===== src/rtl/irq_controller_pkg.sv =====
// Shared types and constants for the machine-level external interrupt controller.
package irq_pkg;

  localparam int N_IRQ_MAX  = 16;
  localparam int CAUSE_BASE = 16;

  typedef enum logic [1:0] {
    IDLE    = 2'd0,
    TRAP    = 2'd1,
    SERVICE = 2'd2
  } irq_state_t;

  // Interrupt causes carry the MSB set; line i reports base + i.
  function automatic logic [31:0] make_mcause(input logic [3:0] idx,
                                              input int unsigned base = CAUSE_BASE);
    logic [31:0] code;
    code = base + 32'(idx);
    return {1'b1, code[30:0]};
  endfunction

endpackage


===== src/rtl/irq_controller_if.sv =====
// Request/CSR/trap signals between the platform, the core and the interrupt controller.
interface irq_controller_if
  import irq_pkg::*;
#(
  parameter int N_IRQ = N_IRQ_MAX
);

  logic [N_IRQ-1:0] irq_req;
  logic [31:0]      mie;
  logic             mret;
  logic             irq;
  logic [31:0]      mcause;
  logic [N_IRQ-1:0] irq_ret;

  modport master (
    output irq_req, mie, mret,
    input  irq, mcause, irq_ret
  );

  modport slave (
    input  irq_req, mie, mret,
    output irq, mcause, irq_ret
  );

endinterface


===== src/rtl/irq_controller_prio_enc.sv =====
// Lowest-index-first priority encoder; purely combinational, no backpressure.
module irq_prio_enc #(
  parameter int N_IRQ = 16
) (
  input  logic [N_IRQ-1:0] req,
  output logic             valid,
  output logic [3:0]       idx
);

  // Scan downward so the last hit, and therefore the winner, is the lowest index.
  always_comb begin
    valid = 1'b0;
    idx   = 4'd0;
    for (int i = N_IRQ - 1; i >= 0; i--) begin
      if (req[i]) begin
        valid = 1'b1;
        idx   = 4'(i);
      end
    end
  end

endmodule


===== src/rtl/irq_controller.sv =====
// Edge-latched external interrupt controller: trap two cycles after an edge, ack on mret.
// irq/irq_ret are registered pulses; further traps are held off until mret returns to IDLE.
module irq_controller
  import irq_pkg::*;
#(
  parameter int N_IRQ      = 16,
  parameter int CAUSE_BASE = 16
) (
  input logic             clock,
  input logic             reset_n,
  irq_controller_if.slave bus
);

  localparam logic [N_IRQ-1:0] ONE = N_IRQ'(1);

  irq_state_t       state;
  logic [N_IRQ-1:0] req_q;
  logic [N_IRQ-1:0] pend;
  logic [3:0]       idx;
  logic             irq_q;
  logic [N_IRQ-1:0] irq_ret_q;
  logic [31:0]      mcause_q;

  logic [N_IRQ-1:0] edges;
  logic [N_IRQ-1:0] elig;
  logic [N_IRQ-1:0] clr_mask;
  logic             sel_vld;
  logic [3:0]       sel_idx;
  logic             take;
  logic             unused_mie;

  assign edges = bus.irq_req & ~req_q;
  assign elig  = pend & bus.mie[CAUSE_BASE +: N_IRQ];
  assign unused_mie = ^bus.mie;

  irq_prio_enc #(
    .N_IRQ(N_IRQ)
  ) u_prio (
    .req  (elig),
    .valid(sel_vld),
    .idx  (sel_idx)
  );

  assign take     = (state == IDLE) && sel_vld;
  assign clr_mask = take ? (ONE << sel_idx) : '0;

  always_ff @(posedge clock) begin
    if (!reset_n) begin
      state     <= IDLE;
      req_q     <= '0;
      pend      <= '0;
      idx       <= 4'd0;
      irq_q     <= 1'b0;
      irq_ret_q <= '0;
      mcause_q  <= 32'h0;
    end else begin
      req_q     <= bus.irq_req;
      // A fresh edge on the line being taken re-pends it: set wins over clear.
      pend      <= (pend & ~clr_mask) | edges;
      irq_q     <= 1'b0;
      irq_ret_q <= '0;
      case (state)
        IDLE: begin
          if (take) begin
            state    <= TRAP;
            idx      <= sel_idx;
            mcause_q <= make_mcause(sel_idx, CAUSE_BASE);
            irq_q    <= 1'b1;
          end
        end
        TRAP: begin
          state <= SERVICE;
        end
        SERVICE: begin
          if (bus.mret) begin
            state     <= IDLE;
            irq_ret_q <= ONE << idx;
          end
        end
        default: begin
          state <= IDLE;
        end
      endcase
    end
  end

  assign bus.irq     = irq_q;
  assign bus.irq_ret = irq_ret_q;
  assign bus.mcause  = mcause_q;

endmodule


===== src/flat_wrapper.sv =====
// flat-port wrapper written by rule: the top's interface ports become plain ports
module irq_controller_flat import irq_pkg::*;
#(
  parameter int N_IRQ      = 16,
  parameter int CAUSE_BASE = 16
)
  (clock, reset_n, bus_irq_req, bus_mie, bus_mret, bus_irq, bus_mcause, bus_irq_ret);
  irq_controller_if #(.N_IRQ(N_IRQ)) bus_i ();
  input logic clock;
  input logic reset_n;
  input wire logic [$bits(bus_i.irq_req)-1:0] bus_irq_req;
  input wire logic [$bits(bus_i.mie)-1:0] bus_mie;
  input wire logic [$bits(bus_i.mret)-1:0] bus_mret;
  output wire logic [$bits(bus_i.irq)-1:0] bus_irq;
  output wire logic [$bits(bus_i.mcause)-1:0] bus_mcause;
  output wire logic [$bits(bus_i.irq_ret)-1:0] bus_irq_ret;
  assign bus_i.irq_req = bus_irq_req;
  assign bus_i.mie = bus_mie;
  assign bus_i.mret = bus_mret;
  assign bus_irq = bus_i.irq;
  assign bus_mcause = bus_i.mcause;
  assign bus_irq_ret = bus_i.irq_ret;
  irq_controller #(.N_IRQ(N_IRQ), .CAUSE_BASE(CAUSE_BASE)) u_core (.clock(clock), .reset_n(reset_n), .bus(bus_i));
endmodule

===== config.mk =====
export PLATFORM = sky130hd
export DESIGN_NAME = irq_controller_flat
export DESIGN_NICKNAME = d
export VERILOG_FILES = /design/src/rtl/irq_controller_pkg.sv /design/src/rtl/irq_controller_if.sv /design/src/rtl/irq_controller_prio_enc.sv /design/src/rtl/irq_controller.sv /design/src/flat_wrapper.sv
export SDC_FILE = /design/constraint.sdc
export NUM_CORES = 1
export LEC_CHECK = 0
export CORE_UTILIZATION = 38
export DETAILED_ROUTE_END_ITERATION = 7
export PLACE_DENSITY = 0.75
export SYNTH_ARGS = -nofsm -noshare
export SYNTH_HDL_FRONTEND = slang
export SYNTH_SLANG_ARGS = --single-unit

===== constraint.sdc =====
create_clock -name clock -period 1.7 [get_ports clock]
set_clock_uncertainty 0.1 [all_clocks]
set_input_delay 0.34 -clock clock [delete_from_list [all_inputs] [get_ports clock]]
set_output_delay 0.34 -clock clock [all_outputs]
set_load 0.005 [all_outputs]

==> results.py, run 1 <==
metrics = {
    "detailed_routing": {
        "drc_errors": 0,
        "routed_wl_um": 6015,
        "vias": 2179,
        "drt-met1-wl_um": 2697,
        "wl_met2_um": 2923,
        "avgRoutedWirePerCell_um": 13.46,
        "viasPerCell": 4.875,
        "route.met3.wl_um": 290,
        "top_layer": "met4",
        "postRouteAntennaNets": 0,
        "drt_iter0_markers": 97,
        "firstDrtPassIters": 4,
    },
    "setup_path": {
        "crit_required_ns": 1.79,
        "cp_top_family": "compound AO/OA/AOI/OAI gates",
        "cp.buffers_inverters": 1,
        "crit_type": "in2reg",
        "reg2regPathDepth": 6,
        "cp_data_arrival_time_ns": 1.82,
        "path_cells": "clkdlybuf4s50_1, a22o_1, a21oi_2, nand2_2, o311ai_4, o221ai_1",
        "cp.depth": 6,
        "cp_slowest_cell": "clkdlybuf4s50_1",
        "cp-start-kind": "primary input",
        "crit_fanout": 3,
        "end_kind": "register",
        "cpPeakStageDelay_ns": 0.45,
    },
    "synth": {
        "synthTopCellsByArea": "dfxtp_1 (47%), buf_4 (8.5%), nand2_1 (4.2%)",
        "synth.avg_cell_area_um2": 8.884,
        "syn_inst": 270,
        "yosysTopAreaCell": "dfxtp_1",
        "ys_seq_elements": 56,
        "syn-cell-area_um2": 2399,
        "yosysWarnings": 0,
        "ys_seq_area_share_pct": 46.74,
        "synth_cell_types": 45,
        "netlist.area_leader.share_pct": 46.74,
    },
    "clock_tree": {
        "clock-root-buffer": "clkbuf_8",
        "clk_pin_slew_ns": 0.10,
        "cts_buffers": 5,
        "hold_buffers": 0,
        "clk_latency_ns": 0.31,
        "htree_levels": 2,
        "clockBufferDepth": 2,
        "cts_tree": "done",
        "clock-sinks": 56,
    },
    "pwr": {
        "power_density_nw_per_um2": 950.8,
        "p_leak_uw": 0.001568,
        "ir_worst_vdd_uv": 430.1,
    },
    "status": {
        "violations": "negative setup slack",
        "status": "finished with violations",
    },
    "placed_design": {
        "dp_cells": 429,
        "place_congestion": 0.8814,
        "hpwl_um": 4158,
        "io_buffers": 57,
    },
    "global_routing": {
        "grt_pass1_vias": 2009,
        "track_usage_pct": 17.76,
        "antenna_found_initial": 0,
        "grt_overflow": 0,
        "grt_pass1_wl_um": 8997,
        "grt_max_degree": 27,
    },
    "run": {
        "maxCapViolations": 0,
    },
    "die": {
        "die_h_um": 81.45,
        "initial_core_util_pct": 40.04,
        "io_pins": 100,
        "die-area_um2": 6633,
        "core_area_um2": 5991,
        "rows": 28,
        "die_x_um": 81.45,
    },
    "timing": {
        "finalWorstSetupSlack_ns": -0.02996,
        "period_minus_slack_ns": 1.730,
        "setup_viol": 1,
        "timing.final.crit_share_pct": 101.8,
        "slew_viol_final": 0,
        "rsz0062_at_grt": "yes",
        "hold_slack_ns": 0.3596,
        "fmax_mhz": 578.0,
        "hold_violations": 0,
    },
    "worst_hold_path": {
        "hold_depth": 1,
        "min-delay-path-class": "reg2reg",
    },
    "cells_and_area": {
        "fillers": 510,
        "num_antenna_cells": 0,
        "drive_gt1_share_pct": 26.88,
        "regArea_um2": 1137,
        "multi_input_area_um2": 1313,
        "utilization_pct": 60.30,
        "final_nets": 422,
        "instances_no_fill": 447,
        "area_growth_pct": 50.60,
    },
}
==> placed cells by master (no fill, tap or decap), types with 3 or more instances in the layout <==
master / count
nor2b_1: 7
buf_6: 3
a22o_4: 3
a32oi_1: 3
a21oi_2: 4
nand2_2: 4
buf_4: 40
dlymetal6s2s_1: 7
dlygate4sd2_1: 8
o21ai_0: 3
conb_1: 26
nand2_1: 23
a22o_1: 3
and2_1: 14
a22oi_2: 5
inv_1: 14
nand3_1: 7
dfxtp_2: 7
nor3_1: 4
clkdlybuf4s50_1: 42
a31oi_1: 4
clkbuf_8: 5
dfxtp_1: 47
nor2_1: 24
a21oi_1: 8
nand2b_1: 10
==> metrics by stage <==
step                setup TNS (ns)  worst slack [ns]  total power, uW  instance area, um^2
floorplan                        0           0.04364             2006                 2492
global placement            -9.132           -0.5502             2390                 3187
detailed placement          -9.932           -0.5730             2407                 3187
CTS                              0         0.0008658             3290                 3432
global route               -0.8617           -0.1227             3620                 3612
finish                    -0.02996          -0.02996             3434                 3612
==> final timing paths <==
kind	from	endpoint	slack [ns]
worst max register to register	u_core.pend[6]$_SDFF_PN0_	u_core.pend[15]$_SDFF_PN0_	-0.02
worst max-delay path	bus_mie[25]	u_core.pend[15]$_SDFF_PN0_	-0.03
worst min register to register	u_core.req_q[7]$_SDFF_PN0_	u_core.pend[7]$_SDFF_PN0_	0.36
worst min-delay path	u_core.req_q[7]$_SDFF_PN0_	u_core.pend[7]$_SDFF_PN0_	0.36
==> Yosys cell counts, drive strengths merged <==
cell type	n
dfxtp	56
buf	27
nand2	27
nor2	25
and2	18
inv	14
a21oi	12
nand2b	10
nand3	9
nor2b	8
a22o	6
a22oi	6
a31oi	5
nor3	5
o21ai	5
clkbuf	4
a221oi	3
a32oi	3
o221ai	3
and3	2
nand4b	2
nor4b	2
o211ai	2
o22ai	2
a211oi	1
a222oi	1
a32o	1
a41oi	1
clkinv	1
conb	1
mux2i	1
nand4	1
o211a	1
o22a	1
o311ai	1
o31ai	1
o32ai	1
or2	1
==> flip-flops by register name, indices dropped and copies added (netlist names) <==
signal,cells
u_core.pend,16
u_core.bus.mcause,2
u_core.idx,3
u_core.req_q,16
u_core.bus.irq,1
u_core.state,2
u_core.bus.irq_ret,16
==> power breakdown <==
group	internal (uW)	switching (uW)	leakage, uW
logic	611	532	0.00106
registers	1430	105	0.000465
clock network	303	450	0.0000463
total	2350	1090	0.00157
==> cell type report <==
cell class / count / area share, %
Clock buffer: 5 / 1.905
Timing Repair Buffer: 100 / 25.25
Clock inverter: 3 / 0.7620
Multi-Input combinational cell: 193 / 36.34
Tap cell: 75 / 2.598
Inverter: 15 / 1.663
Sequential cell: 56 / 31.49
==> cell families (layout without fill, tap and decap cells) <==
| logic type | after synthesis | after routing | synth area share (%) |
|---|---|---|---|
| buffers and inverters | 46 | 123 | 11.42 |
| AOI/OAI and AO/OA | 56 | 56 | 18.05 |
| other | 1 | 26 | 0.1563 |
| DFF | 56 | 56 | 46.74 |
| muxes | 1 | 1 | 0.4173 |
| and+or+nand+nor | 110 | 110 | 23.21 |
==> repair_timing <==
item	4_1_cts	5_1_grt
pin swaps	14	17
setup endpoints to repair	20	20
setup buffers	6	4
resized for setup	32	42
cloned	0	0
==> routing by layer <==
layer  GRT usage, %  vias to the layer above
met3          3.000                       10
met2          29.17                       77
met5              0                        -
met1          23.30                     1012
li1               -                     1080
met4          6.429                        0
Note: power is estimated with default switching activity, not from simulation.
==> run 2: changes to the inputs <==
Settings changed: CORE_MARGIN from default to 2.
==> results.py, run 2 (synthesis results as in run 1) <==
metrics = {
    "pwr": {
        "p_leak_uw": 0.001523,
        "ir_worst_vdd_uv": 470.9,
        "p_total_uw": 3396,
        "power_density_nw_per_um2": 956.6,
    },
    "detailed_routing": {
        "vias": 2208,
        "drc_errors": 0,
        "firstDrtPassIters": 4,
        "routed_wl_um": 6135,
        "viasPerCell": 4.984,
        "avgRoutedWirePerCell_um": 13.85,
        "drt_iter0_markers": 97,
        "postRouteAntennaNets": 0,
    },
    "global_routing": {
        "grt_pass1_vias": 2064,
        "grt_max_degree": 20,
        "grt_pass1_wl_um": 9763,
        "track_usage_pct": 17.24,
        "antenna_found_initial": 0,
        "grt_overflow": 0,
    },
    "clock_tree": {
        "clk_latency_ns": 0.31,
        "cts_tree": "done",
        "clk_pin_slew_ns": 0.10,
        "clock-sinks": 56,
        "clockBufferDepth": 2,
        "clock-root-buffer": "clkbuf_8",
        "cts_buffers": 5,
        "htree_levels": 2,
    },
    "status": {
        "violations": "negative setup slack",
        "status": "finished with violations",
    },
    "die": {
        "die_h_um": 83.45,
        "io_pins": 100,
        "die_x_um": 83.45,
        "core_area_um2": 6026,
        "die-area_um2": 6963,
        "initial_core_util_pct": 39.80,
        "rows": 28,
    },
    "cells_and_area": {
        "regArea_um2": 1139,
        "final_common_cell": "dfxtp_1",
        "area_growth_pct": 47.99,
        "drive_gt1_share_pct": 25.00,
        "multi_input_area_um2": 1304,
        "fillers": 525,
        "final_nets": 418,
        "num_antenna_cells": 0,
        "utilization_pct": 58.91,
        "layout_common_cells": "dfxtp_1 (48), clkdlybuf4s50_1 (42), buf_4 (38)",
    },
    "setup_path": {
        "cp_data_arrival_time_ns": 1.87,
        "reg2reg_from": "u_core.pend[6]$_SDFF_PN0_",
        "end_kind": "register",
        "crit_required_ns": 1.83,
        "reg2reg_slack_ns": -0.03,
        "cp-start-kind": "register",
        "r2r-end": "u_core.pend[4]$_SDFF_PN0_",
        "crit_type": "reg2reg",
        "reg2regPathDepth": 6,
        "crit_fanout": 4,
        "crit_path_end": "u_core.pend[4]$_SDFF_PN0_",
        "crit_path_start": "u_core.pend[6]$_SDFF_PN0_",
    },
    "run": {
        "maxCapViolations": 0,
    },
    "placed_design": {
        "hpwl_um": 4417,
        "place_congestion": 0.8725,
        "io_buffers": 57,
    },
    "timing": {
        "rsz0062_at_grt": "yes",
        "slew_viol_final": 0,
        "setup_viol": 2,
        "fmax_mhz": 576.5,
        "timing.final.crit_share_pct": 102.0,
        "hold_violations": 0,
        "period_minus_slack_ns": 1.735,
        "finalWorstSetupSlack_ns": -0.03469,
    },
    "worst_hold_path": {
        "min-delay-path-class": "reg2reg",
    },
}
## run 2: stage by stage
stage | TNS (ns) | hold slack [ns] | instances | setup slack [ns] | instance area (um^2)
detailed placement | -9.421 | 0.3651 | 431 | -0.5582 | 3202
global route | -0.5157 | 0.4092 | 443 | -0.1101 | 3550
CTS | -0.005106 | 0.3859 | 442 | -0.005106 | 3445
finish | -0.04005 | 0.3847 | 443 | -0.03469 | 3550
global placement | -8.701 | 0.3438 | 431 | -0.5147 | 3202
floorplan | 0 | 0.3277 | 295 | 0.04364 | 2492
## run 2: critical path, cell delays in order (launching register included)
cell and delay [ns]:
dfxtp_4 0.38, and2_4 0.13, a222oi_1 0.30, buf_4 0.20, nand3_4 0.08, o22a_4 0.26, a221oi_2 0.20
## run 2: layout make-up
class,instances,share of cell area (%)
inverters,15,1.586
clock inverters,3,0.7050
well taps,75,2.644
flip-flops and latches,56,32.08
multi-input cells,193,36.73
repair buffers,96,24.32
clock buffers,5,1.939
## run 2: how the worst min path moves through the flow
| stage | start | to | slack (ns) | cells after the start |
|---|---|---|---|---|
| floorplan | u_core.req_q[7]$_SDFF_PN0_ | u_core.pend[7]$_SDFF_PN0_ | 0.33 | 1 |
| global placement | u_core.req_q[7]$_SDFF_PN0_ | u_core.pend[7]$_SDFF_PN0_ | 0.34 | 1 |
| detailed placement | u_core.req_q[6]$_SDFF_PN0_ | u_core.pend[6]$_SDFF_PN0_ | 0.37 | 3 |
| CTS | u_core.req_q[6]$_SDFF_PN0_ | u_core.pend[6]$_SDFF_PN0_ | 0.39 | 3 |
| global route | u_core.req_q[11]$_SDFF_PN0_ | u_core.pend[11]$_SDFF_PN0_ | 0.41 | 1 |
| finish | u_core.req_q[11]$_SDFF_PN0_ | u_core.pend[11]$_SDFF_PN0_ | 0.38 | 1 |
## run 2: what timing repair did
item	CTS	global route
gates resized for setup	42	27
hold buffers	0	0
pin swaps	12	18
endpoints found under the setup margin	20	22
setup buffers	3	3
## run 2: power by group
group | switching [uW] | leakage [uW] | internal [uW]
Combinational | 530 | 0.00101 | 579
Sequential | 96.5 | 0.000465 | 1430
Clock | 456 | 0.0000452 | 301
Total | 1080 | 0.00152 | 2310
## run 2: layer usage
layer / routed length (um) / vias up / part of all wire [%] / track usage (%)
met1: 2655 / 1019 / 43 / 21.80
met5: 0 / - / 0 / 0
met4: 206 / 0 / 3.4 / 7.185
met2: 2934 / 90 / 48 / 28.67
li1: - / 1076 / - / -
met3: 340 / 23 / 5.5 / 3.479
